<file path="src/rtl/hog_gradient.sv">
// hog_gradient
//   Per-pixel gradient magnitude and unsigned orientation bin for the HOG
//   pipeline. Consumes 3x3 kernels from the line buffer and emits one
//   (magnitude, 9-way bin, border) record per accepted kernel.
//
//   Three register stages with valid/ready backpressure, full throughput:
//     S1: central differences gx, gy (signed), border flag
//     S2: fold into [0,180), |gx|+|gy|, tangent comparisons against Q8 constants
//     S3: bin selection, output registers
//   A kernel accepted on one edge is presented at the outputs after the
//   third edge counting the accept edge.
//
// Ports
//   clk       clock, all state on rising edge
//   rst       asynchronous active-low reset
//   k_valid   kernel valid
//   k_ready   block can accept a kernel (combinational from g_ready)
//   kernel    p[r][c] at bits [(3r+c)*DATA_WIDTH +: DATA_WIDTH],
//             r=0 newest line (bottom), c=0 oldest column (left)
//   k_border  kernel straddles a line/frame border
//   g_valid   result valid
//   g_ready   downstream accepts result
//   g_mag     |gx|+|gy|
//   g_bin     orientation bin 0..8, 20 degrees each over 0..180
//   g_border  k_border carried with the result
//
// Configuration
//   GRAD_BORDER_ZERO_EN  when defined, border results carry g_mag=0, g_bin=0
//                        (g_border still asserted).

module hog_gradient #(
  parameter int DATA_WIDTH   = 8,
  parameter int KERNEL_WIDTH = 9*DATA_WIDTH,
  parameter int MAG_WIDTH    = DATA_WIDTH+1,
  parameter int BIN_WIDTH    = 4
) (
  input  logic                    clk,
  input  logic                    rst,
  input  logic                    k_valid,
  output logic                    k_ready,
  input  logic [KERNEL_WIDTH-1:0] kernel,
  input  logic                    k_border,
  output logic                    g_valid,
  input  logic                    g_ready,
  output logic [MAG_WIDTH-1:0]    g_mag,
  output logic [BIN_WIDTH-1:0]    g_bin,
  output logic                    g_border
);

  localparam int GW = DATA_WIDTH + 2;   // signed gradient width
  localparam int PW = DATA_WIDTH + 12;  // unsigned product width

  // tan(20/40/60/80 deg) in Q8
  localparam logic [PW-1:0] TAN_Q8 [4] = '{PW'(93), PW'(215), PW'(443), PW'(1452)};

  // ---------------------------------------------------------------- control
  logic v1, v2;
  logic ld1, ld2, ld3;

  assign ld3     = !g_valid || g_ready;
  assign ld2     = !v2 || ld3;
  assign ld1     = !v1 || ld2;
  assign k_ready = ld1;

  // ---------------------------------------------------------------- S1 comb
  logic [DATA_WIDTH-1:0] p10, p12, p01, p21;
  logic signed [GW-1:0]  gx_d, gy_d;

  assign p01 = kernel[1*DATA_WIDTH +: DATA_WIDTH];
  assign p10 = kernel[3*DATA_WIDTH +: DATA_WIDTH];
  assign p12 = kernel[5*DATA_WIDTH +: DATA_WIDTH];
  assign p21 = kernel[7*DATA_WIDTH +: DATA_WIDTH];

  assign gx_d = $signed({2'b00, p12}) - $signed({2'b00, p10});
  assign gy_d = $signed({2'b00, p01}) - $signed({2'b00, p21});

  // Corner and centre pixels do not contribute to the central differences.
  logic unused_pixels;
  assign unused_pixels = ^{kernel[0 +: DATA_WIDTH],
                           kernel[2*DATA_WIDTH +: DATA_WIDTH],
                           kernel[4*DATA_WIDTH +: DATA_WIDTH],
                           kernel[6*DATA_WIDTH +: DATA_WIDTH],
                           kernel[8*DATA_WIDTH +: DATA_WIDTH]};

  // ---------------------------------------------------------------- S1 regs
  logic signed [GW-1:0] gx1, gy1;
  logic                 b1;

  // ---------------------------------------------------------------- S2 comb
  logic signed [GW-1:0]  gx_f, gy_f;
  logic [DATA_WIDTH-1:0] ax, ay;
  logic                  sx_d;
  logic [MAG_WIDTH-1:0]  mag_d;
  logic [PW-1:0]         lhs;
  logic [3:0]            c_d;

  always_comb begin
    // Fold the vector into the upper half-plane so the angle is in [0,180).
    gx_f = gy1[GW-1] ? -gx1 : gx1;
    gy_f = gy1[GW-1] ? -gy1 : gy1;
    sx_d = gx_f[GW-1];
    ax   = sx_d ? DATA_WIDTH'(-gx_f) : DATA_WIDTH'(gx_f);
    ay   = DATA_WIDTH'(gy_f);
    mag_d = MAG_WIDTH'(ax) + MAG_WIDTH'(ay);
    lhs   = PW'(ay) << 8;
    c_d   = '0;
    for (int unsigned i = 0; i < 4; i++) begin
      c_d[i] = (lhs >= PW'(ax) * TAN_Q8[i]);
    end
  end

  // ---------------------------------------------------------------- S2 regs
  logic [MAG_WIDTH-1:0] mag2;
  logic                 sx2, zero2, b2;
  logic [3:0]           c2;

  // ---------------------------------------------------------------- S3 comb
  logic [BIN_WIDTH-1:0] k_cnt, bin_o;
  logic [MAG_WIDTH-1:0] mag_o;

  always_comb begin
    k_cnt = '0;
    for (int unsigned i = 0; i < 4; i++) begin
      k_cnt = k_cnt + BIN_WIDTH'(c2[i]);
    end
    bin_o = sx2 ? (BIN_WIDTH'(8) - k_cnt) : k_cnt;
    mag_o = mag2;
    if (zero2) begin
      bin_o = '0;
      mag_o = '0;
    end
`ifdef GRAD_BORDER_ZERO_EN
    if (b2) begin
      bin_o = '0;
      mag_o = '0;
    end
`endif
  end

  // ---------------------------------------------------------------- state
  always_ff @(posedge clk or negedge rst) begin
    if (!rst) begin
      v1       <= 1'b0;
      gx1      <= '0;
      gy1      <= '0;
      b1       <= 1'b0;
      v2       <= 1'b0;
      mag2     <= '0;
      sx2      <= 1'b0;
      zero2    <= 1'b0;
      c2       <= '0;
      b2       <= 1'b0;
      g_valid  <= 1'b0;
      g_mag    <= '0;
      g_bin    <= '0;
      g_border <= 1'b0;
    end else begin
      if (ld1) begin
        v1 <= k_valid;
        if (k_valid) begin
          gx1 <= gx_d;
          gy1 <= gy_d;
          b1  <= k_border;
        end
      end
      if (ld2) begin
        v2 <= v1;
        if (v1) begin
          mag2  <= mag_d;
          sx2   <= sx_d;
          zero2 <= (ax == '0) && (ay == '0);
          c2    <= c_d;
          b2    <= b1;
        end
      end
      if (ld3) begin
        g_valid <= v2;
        if (v2) begin
          g_mag    <= mag_o;
          g_bin    <= bin_o;
          g_border <= b2;
        end
      end
    end
  end

endmodule

</file>
<file path="config.mk">
export PLATFORM = sky130hd
export DESIGN_NAME = hog_gradient
export DESIGN_NICKNAME = d
export VERILOG_FILES = /design/src/rtl/hog_gradient.sv
export SDC_FILE = /design/constraint.sdc
export NUM_CORES = 1
export LEC_CHECK = 0
export BUFFER_PORTS_ARGS = -buffer_cell sky130_fd_sc_hd__buf_2
export CORE_ASPECT_RATIO = 0.8
export CORE_MARGIN = 2
export CORE_UTILIZATION = 43
export DETAILED_ROUTE_END_ITERATION = 6
export PLACE_DENSITY = 0.72
export SYNTH_ARGS = -nofsm -noshare
export SYNTH_HDL_FRONTEND = slang
export SYNTH_SLANG_ARGS = --single-unit
export TNS_END_PERCENT = 1
</file>
<file path="constraint.sdc">
create_clock -name clk -period 19.57 [get_ports clk]
set_input_delay 0.9785 -clock clk [delete_from_list [all_inputs] [get_ports clk]]
set_output_delay 0.9785 -clock clk [all_outputs]
set_load 0.005 [all_outputs]
</file>
== Yosys cells after proc, flatten, opt, wreduce, memory -nomap -nowiden ==
Index checks and enable logic that the tools add are counted.

* Bits of input ports: 77
* Output and inout port bits: 16
* Flip-flop bits (word level): 53
* Word-level logic and storage cells: 50

* Order comparisons: 4
* Add/subtract/negate cells: 10
* Reduce and logical (&&, ||, !) cells: 12
* Muxes and demuxes: 6
* $mul: 4

{| class="wikitable"
|+ Operators with widths
! kind !! number
|-
| $mul A8 B9 Y17 const B || 2
|-
| $ge A16 B19 Y1 || 1
|-
| $sub A8 B8 Y9 || 2
|-
| $ge A16 B17 Y1 || 1
|-
| $ge A16 B15 Y1 || 1
|-
| $ge A16 B16 Y1 || 1
|-
| $logic_not A8 Y1 || 2
|-
| $mul A8 B8 Y16 const B || 1
|-
| $mux W8 || 2
|-
| $neg A8 Y8 || 2
|-
| $mul A8 B7 Y15 const B || 1
|-
| $mux W10 || 1
|-
| $neg A10 Y10 || 1
|-
| $add A8 B8 Y9 || 1
|-
| $mux W9 || 1
|-
| $mux W4 || 2
|-
| $reduce_and A2 Y1 || 3
|-
| $add A3 B1 Y4 || 1
|-
| $sub A4 B4 Y4 const A || 1
|-
| $add A2 B1 Y3 || 1
|-
| $logic_not A1 Y1 || 3
|-
| $logic_or A1 B1 Y1 || 3
|-
| $add A1 B1 Y2 || 1
|-
| $logic_and A1 B1 Y1 || 1
|}

== Logic depth before layout (Yosys ltp) ==
Gate-level depths: netlist of run 1.

* Depth after elaboration: 6
* Gate-level depth with buffers: 31
* Mapped depth without buffers: 30

== Least setup slack after synthesis of run 1 ==
Ideal clock, no wire load.

* Path kind: reg2reg
* Start point: register gx1[0]
* End point: register c2[2]
* Cell stages (with the launch flop): 30
* Path buffers: 1
* Data required time: 19,475 ps
* Path slack: 12,328 ps
* Setup time: 95 ps
* Period minus slack after synthesis: 7,242 ps
* Arrival time: 7,147 ps
* Cell sequence: dfrtp_1 -> inv_1 -> ha_1 -> clkbuf_1 -> nor3b_1 -> o221a_2 -> and3b_1 -> a31oi_1 -> xor2_1 -> a21oi_4 -> inv_2 -> ha_1 -> xor2_1 -> ha_1 -> fa_1 -> inv_1 -> fa_1 -> inv_1 -> ha_1 -> or3_1 -> o22a_1 -> a211o_1 -> o311ai_0 -> xor2_1 -> ha_1 -> nand4_1 -> nor4b_1 -> o2111ai_1 -> o21a_1 -> o31ai_1

* Longest elaborated chain between the ends: 6

{| class="wikitable"
|+ RTL lines
! item !! line !! RTL
|-
| start: declaration || 86 || <nowiki>logic signed [GW-1:0] gx1, gy1;</nowiki>
|-
| start signal: assignment || 161 || <nowiki>gx1 <= gx_d;</nowiki>
|-
| $neg A10 Y10 || 99 || <nowiki>gx_f = gy1[GW-1] ? -gx1 : gx1;</nowiki>
|-
| $mux W10 * || 99 ||
|-
| $neg A8 Y8 || 102 || <nowiki>ax = sx_d ? DATA_WIDTH'(-gx_f) : DATA_WIDTH'(gx_f);</nowiki>
|-
| $mux W8 * || 102 ||
|-
| $mul A8 B9 Y17 * || 108 || <nowiki>c_d[i] = (lhs >= PW'(ax) * TAN_Q8[i]);</nowiki>
|-
| $ge A16 B17 Y1 * || 108 ||
|-
| end signal: assignment || 151 || <nowiki>c2 <= '0;</nowiki>
|-
| end signal: assignment || 172 || <nowiki>c2 <= c_d;</nowiki>
|-
| end: declaration || 115 || <nowiki>logic [3:0] c2;</nowiki>
|}

Mark *: on every way between the ends. The rest lies on a longest branch, timed or not.
A chain may end at the register's enable or synchronous reset.

== Worst setup path after layout of run 1 ==
Same ends and word-level chain as after synthesis.

==> summary.txt, run 1 <==
Clock network
  • Hold_buf cts: 0
  • Clock transition at the registers of the reported paths: 80 ps
  • CTS H-tree lvls: 2
  • Clk_lat worst skew: 300 ps
  • CTS tree: built
  • Total CTS buffers: 5
  • # Post-CTS Setup Buffers: 0
  • Post-CTS sizing: 0
  • Root Buffer: clkbuf_16
  • CTS Buffer Depth: 2
  • Clk sinks: 52

Floorplanning
  • Starting Density: 43.6%
  • Core Footprint: 0.0215 mm2
  • Die width: 169 um
  • Row cnt: 48
  • I/O Pins: 93
  • Die H: 136 um
  • Die footprint: 0.0230 mm2

Drt
  • Final WL: 21.4 mm
  • Initial DRC count: 480
  • WL/cell: 15.4 um
  • # DRC: 0
  • Routed Antenna Nets: 0
  • Via density: 5.33
  • DRT Pass-1 Iters: 5
  • DR vias: 7428

Global routing
  • First-pass GRT wire length: 35.3 mm
  • Pin count of the biggest net entering global routing: 53
  • All-Layer GR Usage: 19.3%
  • Global route overflow: 0
  • Vias in the first global route: 7057
  • Initial antenna violation count: 0

Logic synthesis
  • Main synth FF type: dfrtp_1
  • Number of synthesized flops with an enable pin: 0
  • Post-synth top area share: 26.4%
  • Yosys warns: 0
  • Post-synthesis sequential area ratio: 13.9%
  • Synth top cells by count: ha_1, inv_1, fa_1, nand2_1, o21ai_0
  • Top-count cell post-synth: ha_1
  • Asr flop ratio synth: 100%
  • Top post-synthesis cells by area: ha_1, fa_1, dfrtp_1, inv_1, xnor2_1
  • Syn nets: 1404
  • Cells after synthesis: 1061
  • Netlist cell types: 69
  • Syn Std Cell Area: 0.00937 mm2
  • Mean Syn Cell Area: 8.83 um2
  • Post-synth top area cell: ha_1
  • FF+latch count, synth: 52

Timing
  • Final Slew Violations: 0
  • Setup TNS: 0 ps
  • Fmax: 119 MHz
  • Rel. slew slack: 34.6%
  • Setup Skew: 8.18 ps
  • Crit share post-route: 42.8%
  • RSZ-0062 raised after global routing: false
  • Worst-Margin Slew: 975 ps
  • Setup violators final: 0
  • PnR worst setup slack: 11190 ps
  • Final hold vios: 0
  • Final min period: 8380 ps

Worst setup path
  • Biggest cell delay along the critical path: 580 ps
  • Critical path arrival: 8530 ps
  • CP most frequent cell: ha_1
  • Setup CP Type: reg -> reg
  • Data required, critical path: 19730 ps
  • CP startpoint kind: register
  • Worst path slowest cell: ha_1
  • Crit path capture type: register
  • CP Max Fanout: 8

Flow run
  • Total of max-cap violations: 0

Layout
  • Register area: 0.00130 mm2
  • Share of post-route cells with drive strength above 1: 8.77%
  • Final nets: 1460
  • Area overhead of the layout relative to synthesis: 8.31%
  • ANT cells: 0
  • FILL cells: 2036
  • Area of the multi-input gates: 0.00728 mm2

Placed design
  • HPWL Detailed: 17.5 mm
  • RD Place Congestion: 0.945
  • Port bufs: 52
  • DP Worst Slack: 11250 ps

Worst hold path
  • Hold Path Class: reg -> reg

Outcome
  • Status: finished, final reports clean
[path summary, 6_finish.rpt]
kind	start	to	slack, ps	cells after the start
setup / recovery	gx1[0]$_DFFE_PN0P_	c2[2]$_DFFE_PN0P_	11190	28
hold / removal	g_mag[2]$_DFFE_PN0P_	g_mag[2]$_DFFE_PN0P_	480	2
setup reg to reg	gx1[0]$_DFFE_PN0P_	c2[2]$_DFFE_PN0P_	11190	28
hold reg to reg	g_mag[2]$_DFFE_PN0P_	g_mag[2]$_DFFE_PN0P_	480	2
max in group asynchronous	rst	v2$_DFFE_PN0P_	18350	2
min in group asynchronous	rst	gx1[4]$_DFFE_PN0P_	780	2
[metrics by stage]
step	cell area, um2	utilization, %	cells	hold WS, ps
3_5_place_dp	10000	46.5	1385	468
4_1_cts	10100	47.2	1393	485
5_1_grt	10100	47.2	1393	506
3_3_place_gp	10000	46.5	1385	456
6_report	10100	47.2	1393	478
2_1_floorplan	9370	-	1061	450
[state kept, by name, indices dropped and copies added (netlist names), 4 cells and up]
register  flops
mag2          9
gy1           9
g_mag         9
c2            4
gx1           9
g_bin         4
[worst max-delay path: cells and delay by family, from the launching register on]
kind,cells,cell delay [ps]
compound gates,9,2390
flops,1,380
fa+ha+maj,7,3080
xor+xnor,3,670
buf+inv,4,560
simple gates,5,1140
[area by class of cell]
type | count | share of cell area [%]
inverters | 188 | 6.95
well taps | 275 | 3.39
clock inverters | 3 | 0.271
flip-flops and latches | 52 | 12.8
repair buffers | 66 | 3.60
clock buffers | 5 | 1.23
multi-input cells | 804 | 71.7
[layer usage]
metal  wire (um)  global-route usage (%)
met1       10600                    27.9
met2        9210                    30.6
met3        1310                    3.90
met4         248                    2.80
met5           0                       0
[layout by cell type, fill, tap and decap left out, types with 7 or more instances in the layout]
cell type and count:
a21boi_0 8, a21oi_1 46, a211oi_1 7, nand2_1 66, o21a_1 13, a21o_1 17
inv_1 184, dfrtp_1 52, buf_4 14, nor2b_1 14, nor2_1 44, fa_1 68
nor3_1 11, o31ai_1 20, a31oi_1 8, or3_1 9, nand3_1 11, o21ai_0 60
xnor2_1 38, ha_1 198, buf_2 52, xor2_1 37, nand2b_1 29
[cells by family (layout without fill, tap and decap cells)]
group,count (synthesis),count (layout),share of synthesized area (%)
xor+xnor,78,78,7.53
compound gates,218,218,15.1
fa+ha+maj,267,267,41.1
flops,52,52,13.9
mux,7,7,0.801
buf+inv,205,262,8.43
simple gates,234,234,13.2
Power of run 1 is left out: the tool's default activity adds up to more than one toggle a clock period on the data nets, which glitch-free logic cannot reach.
==> inputs of run 2 (changes only) <==
==> constraint.sdc (replaced) <==
create_clock -name clk -period 8.2 [get_ports clk]
set_input_delay 0.41 -clock clk [delete_from_list [all_inputs] [get_ports clk]]
set_output_delay 0.41 -clock clk [all_outputs]
set_load 0.005 [all_outputs]
==> run 2 against run 1 <==
Against the previous run: clock skew down 4.1 ps; hold slack worse by 250 ps; critical path depth rose by 1; routed wire length grew 0.15%; core utilization grew 0.23 points; setup slack lost 11000 ps; final area grew 0.48%; highest routed layer unchanged; non-clock buffer count increased by 7; via count rose by 0.78%.
==> summary.txt, run 2 (synthesis gave the netlist of run 1 again) <==
Timing
  • Worst-Margin Slew: 1070 ps
  • Setup Skew: 4.06 ps
  • Setup violators final: 0
  • RSZ-0062 raised after global routing: false
  • Crit share post-route: 92.1%
  • Rel. slew slack: 28.2%
  • Fmax: 132 MHz
  • Final min period: 7550 ps
  • Final Slew Violations: 0
  • Setup TNS: 0 ps
  • Final hold vios: 0

Worst hold path
  • Hold Path Class: in -> async

Worst setup path
  • CP startpoint: gx1[0]$_DFFE_PN0P_
  • Crit path capture type: register
  • Data required, critical path: 8410 ps
  • Critical path arrival: 7760 ps
  • CP startpoint kind: register
  • Worst R2R Start: gx1[0]$_DFFE_PN0P_
  • Worst path slowest cell: fa_1
  • CP Capture Point: c2[2]$_DFFE_PN0P_
  • FF-to-FF End: c2[2]$_DFFE_PN0P_
  • Setup CP Type: reg -> reg
  • R2r setup slk: 650 ps
  • Biggest cell delay along the critical path: 550 ps
  • CP Max Fanout: 18
  • Reg2reg path depth: 29

Layout
  • ANT cells: 0
  • FILL cells: 2082
  • Most frequent cells in the layout: ha_1, inv_1, fa_1, nand2_1, o21ai_0
  • Final nets: 1467
  • Share of post-route cells with drive strength above 1: 9.42%
  • Commonest non-fill, non-tap cell in the layout: ha_1
  • Area overhead of the layout relative to synthesis: 8.83%

Drt
  • Initial DRC count: 461
  • DR vias: 7486
  • WL/cell: 15.3 um
  • Final WL: 21.4 mm
  • Via density: 5.35
  • # DRC: 0
  • Routed Antenna Nets: 0
  • DRT Pass-1 Iters: 5

Global routing
  • All-Layer GR Usage: 19.6%
  • Pin count of the biggest net entering global routing: 53
  • First-pass GRT wire length: 35.9 mm
  • Vias in the first global route: 7268
  • Initial antenna violation count: 0
  • Global route overflow: 0

Floorplanning
  • Starting Density: 43.6%
  • Core Footprint: 0.0215 mm2
  • Die width: 169 um
  • Die footprint: 0.0230 mm2
  • I/O Pins: 93
  • Row cnt: 48
  • Die H: 136 um

Outcome
  • Status: finished, final reports clean

Clock network
  • CTS tree: built
  • Clk sinks: 52
  • Clk_lat worst skew: 300 ps
  • CTS Buffer Depth: 2
  • Clock transition at the registers of the reported paths: 70 ps
  • CTS H-tree lvls: 2
  • Root Buffer: clkbuf_16
  • Total CTS buffers: 5

Flow run
  • Total of max-cap violations: 0

Placed design
  • RD Place Congestion: 0.957
  • Port bufs: 52
  • HPWL Detailed: 18.0 mm
## run 2: how the worst min path moves through the flow
stage | from | endpoint | slack [ps] | cells past startpoint
2_1_floorplan | rst | b1$_DFFE_PN0P_ | 110 | 0
3_3_place_gp | g_mag[3]$_DFFE_PN0P_ | g_mag[3]$_DFFE_PN0P_ | 460 | 2
3_5_place_dp | g_mag[3]$_DFFE_PN0P_ | g_mag[3]$_DFFE_PN0P_ | 470 | 2
4_1_cts | rst | gx1[7]$_DFFE_PN0P_ | 250 | 2
5_1_grt | rst | gy1[1]$_DFFE_PN0P_ | 310 | 2
6_report | rst | gx1[1]$_DFFE_PN0P_ | 220 | 2
## run 2: metrics by stage
stage                     instances  hold slack [ps]  util, %  setup WS, ps  instance area, um2
after floorplan                1061              114        -           958                9370
after detailed placement       1390              467     46.7           394               10000
after global routing           1400              307     47.4           174               10200
after global placement         1390              456     46.7           546               10000
after CTS                      1398              248     47.3           351               10200
final                          1400              224     47.4           651               10200
## run 2: area by class of cell
class	count	area [um2]	area share [%]
flip-flops and latches	52	1300	12.8
clock inverters	3	21.3	0.209
multi-input cells	804	7280	71.4
repair buffers	73	418	4.10
clock buffers	5	125	1.23
well taps	275	344	3.37
inverters	188	706	6.92
## run 2: repair_timing
| item | 4_1_cts | 5_1_grt |
|---|---|---|
| hold buffers | 0 | 0 |
| gates resized for setup | 0 | 1 |
| setup buffers | 0 | 2 |
| setup endpoints to repair | 0 | 2 |
## run 2: worst max-delay path: cells and delay by family, from the launching register on
kind                       cells  cell delay, ps
and+or+nand+nor                6            1340
AOI/OAI and AO/OA              9            1890
buffers and inverters          6             870
adders and majority gates      6            2410
DFF                            1             380
xor gates and xnor gates       2             590
## run 2: routing by layer
metal | routed length [um] | global-route usage [%] | vias to the layer above
met3 | 1480 | 4.48 | 26
li1 | - | - | 3739
met5 | 0 | 0 | -
met4 | 450 | 4.18 | 0
met1 | 10200 | 27.6 | 3548
met2 | 9240 | 30.8 | 173
Power of run 2 is left out for the same reason.
